`config.mk`:
```
export PLATFORM = sky130hd
export DESIGN_NAME = wgp_seq_ctrl
export DESIGN_NICKNAME = d
export VERILOG_FILES = /design/src/rtl/wgp_pkg.sv /design/src/rtl/wgp_prescaler.sv /design/src/rtl/wgp_seq_ctrl.sv
export SDC_FILE = /design/constraint.sdc
export NUM_CORES = 1
export LEC_CHECK = 0
export CAP_MARGIN = 20
export CELL_PAD_IN_SITES_DETAIL_PLACEMENT = 1
export CELL_PAD_IN_SITES_GLOBAL_PLACEMENT = 2
export CORE_MARGIN = 2
export CORE_UTILIZATION = 25
export DETAILED_ROUTE_END_ITERATION = 16
export PLACE_DENSITY_LB_ADDON = 0.1
export SLEW_MARGIN = 10
export SYNTH_ARGS = -nofsm -noshare
export SYNTH_HDL_FRONTEND = slang
export SYNTH_SLANG_ARGS = --single-unit
```
`constraint.sdc`:
```
create_clock -name clk -period 3.29 [get_ports clk]
set_input_delay 0.4935 -clock clk [delete_from_list [all_inputs] [get_ports clk]]
set_output_delay 0.4935 -clock clk [all_outputs]
set_load 0.005 [all_outputs]
```
`src/rtl/wgp_pkg.sv`:
```
// Shared encodings for the waveform generator sequencer: generator function
// selects and sequencer FSM states.
package wgp_pkg;

  typedef enum logic [2:0] {
    RHOMBOID = 3'd0,
    SQUARE   = 3'd1,
    RECIP    = 3'd2,
    TRIANGLE = 3'd3,
    FWR      = 3'd4,
    HWR      = 3'd5,
    SMSW     = 3'd6,
    MUTE     = 3'd7
  } wgp_func_e;

  typedef enum logic [1:0] {
    ST_IDLE,
    ST_LOAD,
    ST_RUN,
    ST_DONE
  } wgp_state_e;

endpackage

```
`src/rtl/wgp_prescaler.sv`:
```
// Rate divider: counts 0..div while enabled and flags the wrap cycle with tick,
// giving one tick every (div+1) enabled clocks.
module wgp_prescaler #(
  parameter int DIV_W = 16
) (
  input  logic             clk,
  input  logic             rst,
  input  logic             clr,
  input  logic             en,
  input  logic [DIV_W-1:0] div,
  output logic             tick
);

  logic [DIV_W-1:0] cnt;

  assign tick = en && (cnt == div);

  always_ff @(posedge clk or posedge rst) begin
    if (rst) begin
      cnt <= '0;
    end else if (clr) begin
      cnt <= '0;
    end else if (en) begin
      cnt <= tick ? '0 : cnt + DIV_W'(1);
    end
  end

endmodule

```
`src/rtl/wgp_seq_ctrl.sv`:
```
// Waveform generator sequencer: plays a small program of {func, div, dur, last}
// entries, driving func and the phase count into the generator.
module wgp_seq_ctrl
  import wgp_pkg::*;
#(
  parameter int DEPTH = 8,
  parameter int DIV_W = 16,
  parameter int DUR_W = 8
) (
  input  logic                     clk,
  input  logic                     rst,
  input  logic                     cfg_we,
  input  logic [$clog2(DEPTH)-1:0] cfg_addr,
  input  logic [2:0]               cfg_func,
  input  logic [DIV_W-1:0]         cfg_div,
  input  logic [DUR_W-1:0]         cfg_dur,
  input  logic                     cfg_last,
  input  logic                     start,
  input  logic                     stop,
  input  logic                     loop_en,
  output logic [2:0]               func,
  output logic [7:0]               count_num,
  output logic                     step,
  output logic [$clog2(DEPTH)-1:0] entry_idx,
  output logic                     busy,
  output logic                     done
);

  localparam int AW = $clog2(DEPTH);

  typedef struct packed {
    logic [2:0]       func;
    logic [DIV_W-1:0] div;
    logic [DUR_W-1:0] dur;
    logic             last;
  } entry_t;

  entry_t           mem [DEPTH];
  entry_t           rd;
  entry_t           cur;
  wgp_state_e       state_q, state_d;
  logic [AW-1:0]    idx_d;
  logic [DUR_W-1:0] per_q;
  logic             tick, wrap, period_end, is_last, prog_end, adv;

  assign rd = mem[entry_idx];

  always_ff @(posedge clk) begin
    if (cfg_we && state_q != ST_LOAD && state_q != ST_RUN)
      mem[cfg_addr] <= '{func: cfg_func, div: cfg_div, dur: cfg_dur, last: cfg_last};
  end

  wgp_prescaler #(.DIV_W(DIV_W)) u_presc (
    .clk  (clk),
    .rst  (rst),
    .clr  ((state_q != ST_RUN) || stop),
    .en   (state_q == ST_RUN),
    .div  (cur.div),
    .tick (tick)
  );

  // The period counter is compared one step ahead so it never needs to hold dur+1.
  assign wrap       = tick && (count_num == 8'hFF);
  assign period_end = wrap && ((per_q + DUR_W'(1)) == cur.dur);
  assign is_last    = (state_q == ST_LOAD) ? rd.last : cur.last;
  assign prog_end   = is_last || (entry_idx == AW'(DEPTH - 1));

  always_comb begin
    state_d = state_q;
    idx_d   = entry_idx;
    adv     = 1'b0;
    case (state_q)
      ST_IDLE: if (start) begin
        state_d = ST_LOAD;
        idx_d   = '0;
      end
      ST_LOAD: if (rd.dur == '0) adv = 1'b1;
               else state_d = ST_RUN;
      ST_RUN:  if (period_end) adv = 1'b1;
      ST_DONE: state_d = ST_IDLE;
      default: state_d = ST_IDLE;
    endcase
    if (adv) begin
      if (prog_end) begin
        if (loop_en) begin
          idx_d   = '0;
          state_d = ST_LOAD;
        end else begin
          state_d = ST_DONE;
        end
      end else begin
        idx_d   = entry_idx + AW'(1);
        state_d = ST_LOAD;
      end
    end
    if (stop) state_d = ST_IDLE;
  end

  always_ff @(posedge clk or posedge rst) begin
    if (rst) begin
      state_q   <= ST_IDLE;
      entry_idx <= '0;
      cur       <= '0;
      per_q     <= '0;
      func      <= MUTE;
      count_num <= '0;
      step      <= 1'b0;
      busy      <= 1'b0;
      done      <= 1'b0;
    end else begin
      state_q   <= state_d;
      entry_idx <= idx_d;
      if (state_q == ST_LOAD) cur <= rd;
      func <= (state_d == ST_RUN) ? ((state_q == ST_LOAD) ? rd.func : cur.func) : MUTE;
      busy <= (state_d == ST_LOAD) || (state_d == ST_RUN);
      done <= (state_d == ST_DONE) && (state_q != ST_DONE);
      step <= tick && !stop;
      if (state_q != ST_RUN || stop) count_num <= '0;
      else if (tick)                 count_num <= count_num + 8'd1;
      if (state_q != ST_RUN) per_q <= '0;
      else if (wrap)         per_q <= per_q + DUR_W'(1);
    end
  end

endmodule

```
# After elaboration in Yosys (flattened, before gate mapping)
# Memory sizes are Yosys's and may differ from the RTL's.
# Index checks and enable logic that the tools add are counted.
word_totals:
  ram_bits: 224
  reg_bits: 71
  word_cells: 74
  in_bits: 37
  mem_count: 1
  output_inout_bits: 17
mem_list:
  columns: ["memory", "words", "word_bits", "rd", "rd_clocked_by_memory_dff", "wr", "line", "rtl"]
  rows:
  - ["mem", 8, 28, 1, 0, 1, "wgp_seq_ctrl.sv:38", "entry_t mem [DEPTH];"]
classes:
  reduce_logical: 16
  n_addsub: 4
  muxes: 27
  n_eq_ne: 13
ops:
  columns: ["operator", "count"]
  rows:
  - ["$mux W16", 3]
  - ["$mux W8", 4]
  - ["$mux W3", 7]
  - ["$add A16 B1 Y16 const B", 1]
  - ["$add A8 B1 Y8 const B", 2]
  - ["$eq A16 B16 Y1", 1]
  - ["$mux W2", 6]
  - ["$eq A2 B2 Y1 const B", 4]
  - ["$eq A8 B8 Y1", 1]
  - ["$eq A8 B8 Y1 const B", 1]
  - ["$logic_not A8 Y1", 1]
  - ["$logic_and A1 B1 Y1", 7]
  - ["$pmux W2 S3", 1]
  - ["$reduce_bool A2 Y1", 3]
  - ["$mux W1", 5]
  - ["$eq A2 B1 Y1 const B", 2]
  - ["$ne A2 B2 Y1 const B", 2]
  - ["$add A3 B1 Y3 const B", 1]
  - ["$eq A3 B3 Y1 const B", 1]
  - ["$logic_or A1 B1 Y1", 3]
  - ["$logic_not A2 Y1", 1]
  - ["$ne A2 B1 Y1 const B", 1]
  - ["$pmux W1 S2", 1]
  - ["$logic_not A1 Y1", 1]

# Depth between registers and ports, before layout
depth:
  depth_word: 10
  ltp_mapped: 13
  depth_no_buf: 11

# Cells and area by module
# A second synthesis with hierarchy kept.
unflattened:
  cells_unflattened: 715
  area_unflattened_um2: 12152.9
by_module_without_submodules:
  columns: ["mod", "area_each_um2", "n_inst", "cells_per_inst"]
  rows:
  - ["wgp_seq_ctrl", 11071.9, 1, 603]
  - ["wgp_prescaler", 1081.0, 1, 112]

# Worst setup path before layout
# No wires, ideal clock.
synth_timing:
  path_kind: "reg2reg"
  startpoint: "register state_q[1]"
  endpoint: "memory mem[1][0] (netlist bit), enable pin"
  setup_ps: 448
  period_less_slack_ps: 3634
  path_buffers: 2
  t_required_ps: 2842
  stages_incl_launch_ff: 8
  t_arrival_ps: 3185
  path_slack_ps: -344
  path_cell_list: "dfrtp_1 > inv_1 > ha_1 > clkbuf_1 > clkbuf_1 > nor2_1 > nand3_1 > nor3_1"
synth_via:
  elab_chain_len: 5
  word_cells_on_any_way: 6
  classes_between: "2 x eq/ne; 2 x mux; 2 x reduce/logical"
synth_rtl:
  columns: ["item", "line", "rtl"]
  rows:
  - ["from (decl)", "wgp_seq_ctrl.sv:41", "wgp_state_e state_q, state_d;"]
  - ["from (signal assigned)", "wgp_seq_ctrl.sv:111", "state_q <= state_d;"]
  - ["$ne A2 B1 Y1", "wgp_seq_ctrl.sv:49", "if (cfg_we && state_q != ST_LOAD && state_q != ST_RUN)"]
  - ["$logic_and A1 B1 Y1", "wgp_seq_ctrl.sv:49", null]
  - ["$logic_and A1 B1 Y1 *", "wgp_seq_ctrl.sv:49", null]
  - ["$mux W1 *", "wgp_seq_ctrl.sv:49", null]
  - ["$mux W1 (not written as such) *", "wgp_seq_ctrl.sv:50", "mem[cfg_addr] <= '{func: cfg_func, div: cfg_div, dur: cfg_dur, last: cfg_last};"]
  - ["to (decl)", "wgp_seq_ctrl.sv:38", null]
# Every way passes the cells marked *; elsewhere a longest branch is shown, timed or not.

# Worst setup path after layout
layout_timing:
  startpoint: "register entry_idx[0]"
  endpoint: "register func[2]"
layout_via:
  elab_chain_len: 8
  word_cells_on_any_way: 15
  classes_between: "2 x eq/ne; 10 x mux; 2 x reduce/logical; 1 x memory"
layout_rtl:
  columns: ["item", "line", "rtl"]
  rows:
  - ["from (decl)", "wgp_seq_ctrl.sv:24", "output logic [$clog2(DEPTH)-1:0] entry_idx,"]
  - ["from (signal assigned)", "wgp_seq_ctrl.sv:112", "entry_idx <= idx_d;"]
  - ["$mem_v2 Z8 W28", null, null]
  - ["$logic_not A8 Y1 / $mux W1 (equally long branches)", "wgp_seq_ctrl.sv:77, wgp_seq_ctrl.sv:65", null]
  - ["$mux W2 (tied with other cells)", "wgp_seq_ctrl.sv:77", "ST_LOAD: if (rd.dur == '0) adv = 1'b1;"]
  - ["$pmux W2 S3 (tied with other cells)", "wgp_seq_ctrl.sv:72", "case (state_q)"]
  - ["$mux W2 *", "wgp_seq_ctrl.sv:83", "if (adv) begin"]
  - ["$mux W2 *", "wgp_seq_ctrl.sv:96", "if (stop) state_d = ST_IDLE;"]
  - ["via state_d[1]", "wgp_seq_ctrl.sv:41", null]
  - ["$eq A2 B2 Y1 *", "wgp_seq_ctrl.sv:114", "func <= (state_d == ST_RUN) ? ((state_q == ST_LOAD) ? rd.func : cur.func) : MUTE;"]
  - ["$mux W3 *", "wgp_seq_ctrl.sv:114", null]
  - ["to (signal assigned)", "wgp_seq_ctrl.sv:114", null]
  - ["to (decl)", "wgp_seq_ctrl.sv:21", "output logic [2:0] func,"]
# The timed path passes the listed nets; every way through them passes the cells marked *.
# A chain may end at the register's enable or synchronous reset.

==> flow_metrics.py <==
metrics = {
    "logic_synthesis": {
        "synth_edf_count": 224,
        "synth.distinct_cells": 47,
        "synth_seq_cells": 295,
        "ys_warn_count": 0,
        "async_flop_share_pct": 24.1,
        "synthCells": 702,
        "yosysSeqAreaShare_pct": 71.1,
        "syn_avg_cell_area_sq_um": 17.0,
        "synth_area_sq_um": 12000,
        "synth_ff_type": "edfxtp_1",
        "syn_nets": 750,
    },
    "global_route": {
        "grt_pass1_wl_mm": 45.9,
        "grt_max_degree": 49,
        "grt_overflow": 0,
        "grt_pass1_vias": 7007,
        "antenna_found_initial": 0,
        "grt_usage_pct": 12.6,
    },
    "power": {
        "pwr-share-comb_pct": 11.5,
        "p_leak_uw": 0.00495,
        "peakVddDrop_mv": 0.320,
        "powerDensity_nw_per_um2": 650,
        "clock_power_share_pct": 41.0,
        "swShare_pct": 25.0,
        "p_sw_uw": 2400,
        "p_int_uw": 7200,
        "pwr-share-seq_pct": 47.5,
    },
    "placement": {
        "place_area_sq_um": 13600,
        "globalplace.congestion": 0.722,
        "dp_cells": 1375,
        "numPortBuffers": 53,
        "dp_hpwl_mm": 18.5,
    },
    "clock_tree": {
        "cts-htree-levels": 2,
        "cts_tree": "built",
        "cts_num_sinks": 295,
        "cts_buffers": 37,
        "clock_latency_ns": 0.54,
        "cts_hold_buf": 0,
        "clkSlewWorstSetupHoldPaths_ns": 0.05,
        "clock_path_buffers": 3,
        "ctsRootBufferMaster": "clkbuf_16",
    },
    "worst_setup_path": {
        "arrival_ns": 3.54,
        "worstPathRequired_ns": 3.74,
        "cp-startpoint": "entry_idx[0]",
        "start_kind": "flip-flop",
        "crit_end": "func[2]",
        "r2r-end": "func[2]",
        "ff2ff_setup_slack_ns": 0.21,
        "cp_max_fo": 4,
        "ff2ff_path_depth": 11,
        "crit_type": "reg2reg",
        "cp-end-kind": "flip-flop",
        "r2r_start": "entry_idx[0]",
    },
    "final_layout": {
        "finalNetCount": 850,
        "layout-drive-gt1-share_pct": 20.0,
        "syn_to_final_growth_pct": 23.6,
        "final_util_pct": 31.2,
        "stdcell_area_sq_um": 14800,
        "final_common_cell": "edfxtp_1",
        "instances_no_fill": 1443,
        "diodes": 0,
        "final_cell_mix": "224 x edfxtp_1, 65 x dfrtp_1, 62 x nor2_1, 53 x clkdlybuf4s50_1, 51 x mux4_2",
    },
    "timing": {
        "tightest_slew_ns": 0.706,
        "drv_slew": 0,
        "finalHoldViolations": 0,
        "period_needed_ns": 3.08,
        "timing.final.crit_share_pct": 93.7,
        "fmax_mhz": 324,
        "setup_violations": 0,
        "slew_headroom_pct": 52.8,
        "rsz0062_at_grt": "no",
        "clock_skew_ns": 0.0110,
    },
    "route": {
        "ant_nets": 0,
        "wl_met1_mm": 13.6,
        "drt_first_pass_iters": 4,
        "totalWireLength_mm": 30.4,
        "drc_errors": 0,
        "num_vias": 6340,
        "dr_wl_met2_mm": 14.9,
        "first_iter_violations": 273,
        "top_layer_used": "met4",
        "wire_per_inst_um": 21.1,
        "vias_per_cell": 4.39,
        "dr_wl_met3_mm": 1.39,
    },
    "floorplanning": {
        "start_util_pct": 25.2,
        "die_area_sq_um": 49600,
        "coreArea_sq_um": 47400,
        "die_w_um": 223,
        "die_h_um": 223,
        "row_count": 80,
        "io_pins": 54,
    },
    "min_path": {
        "holdCritPathClass": "in2async",
    },
    "flow_run": {
        "cap_violations": 0,
    },
    "run_status": {
        "status": "completed",
    },
}
-- per-layer routing --
layer	track usage (%)	up-vias
met5	0	-
met4	3.59	0
met3	2.66	38
met2	21.1	106
met1	16.6	3297
li1	-	2899
-- critical path, stage by stage, from the launching register on --
cell and delay, ns:
dfrtp_4 0.44, buf_4 0.17, mux4_2 0.50, mux2i_1 0.26, nand4_1 0.23, nor3_2 0.25, a41o_2 0.16, mux2_1 0.33
nor2_1 0.14, ha_1 0.17, inv_1 0.06, or2_2 0.29
-- power by group through the flow --
stage / Clock (uW) / Combinational [uW] / Sequential, uW
after floorplan: 0 / 690 / 4550
after global placement: 0 / 1120 / 4630
after detailed placement: 0 / 1130 / 4650
after CTS: 4080 / 1140 / 4580
after global routing: 4220 / 1240 / 4610
final: 3940 / 1100 / 4560
-- kinds of logic after synthesis --
group	after synthesis	share of synthesized area [%]
buf+inv	37	1.57
fa+ha+maj	11	1.15
simple gates	164	6.51
mux	85	13.1
xor+xnor	46	3.37
flops	295	71.1
compound gates	64	3.18
-- how the worst min path moves through the flow --
stage	startpoint	end	slack (ns)	cells past startpoint
global route	rst	per_q[6]	0.44	2
detailed placement	cur[26]	cur[26]	0.53	2
CTS	rst	per_q[6]	0.41	2
global placement	u_presc.cnt[0]	u_presc.cnt[0]	0.53	1
finish	rst	per_q[6]	0.40	2
floorplan	u_presc.cnt[0]	u_presc.cnt[0]	0.48	1
-- what timing repair did --
item,CTS,global route
endpoints found under the setup margin,3,4
buffers inserted,3,0
cloned,0,0
resized for setup,0,2
-- synthesized netlist by cell type (2+ instances only) --
cell      number  share of area, %
nor2b_1        5              0.26
nand2_1       26              0.82
nand2b_1       6              0.31
mux4_1         5               1.1
clkbuf_1      15              0.47
ha_1          11               1.2
nand3_1       18              0.75
mux4_2        51               9.6
and3_1         9              0.47
dfstp_2        3              0.66
nor3b_1        2              0.13
inv_1          8              0.25
a31o_1         2              0.15
nor3_1         9              0.38
nor4_1         2              0.10
o21ai_0       16              0.67
nand4_1        6              0.31
nand3b_1       2              0.13
buf_1          2             0.063
nor2_1        68               2.1
edfxtp_1     224                56
o31ai_1        2              0.13
xnor2_1       20               1.5
a21oi_1       33               1.4
buf_2          8              0.33
buf_6          3              0.28
xor2_1        26               1.9
dfrtp_1       68                14
or2_2          4              0.21
mux2i_1       28               2.3
a21o_1         4              0.25
-- flip-flops by register name, summed over array words and instances, names as in the netlist --
name and count:
count_num 8, func 3, per_q 8, u_presc.cnt 16, busy 1, step 1, entry_idx 3, mem 224
state_q 2, cur 28, done 1
-- area by class of cell --
cell class,count,area [sq um]
fillers,4895,32700
clock buffers,52,1060
repair buffers,90,941
clock inverters,13,118
flip-flops and latches,295,8520
inverters,8,30.0
multi-input cells,370,3350
well taps,615,769
-- metrics by stage --
| step | hold slack (ns) | worst slack, ns | total power [uW] | TNS [ns] |
|---|---|---|---|---|
| after floorplan | 0.485 | 0.394 | 5240 | 0 |
| after global placement | 0.528 | -0.0426 | 5760 | -0.127 |
| after detailed placement | 0.533 | -0.0737 | 5780 | -0.219 |
| after CTS | 0.406 | 0.0417 | 9800 | 0 |
| after global routing | 0.443 | 0.0365 | 10100 | 0 |
| final | 0.402 | 0.206 | 9600 | 0 |
(Power assumes the default switching activity.)
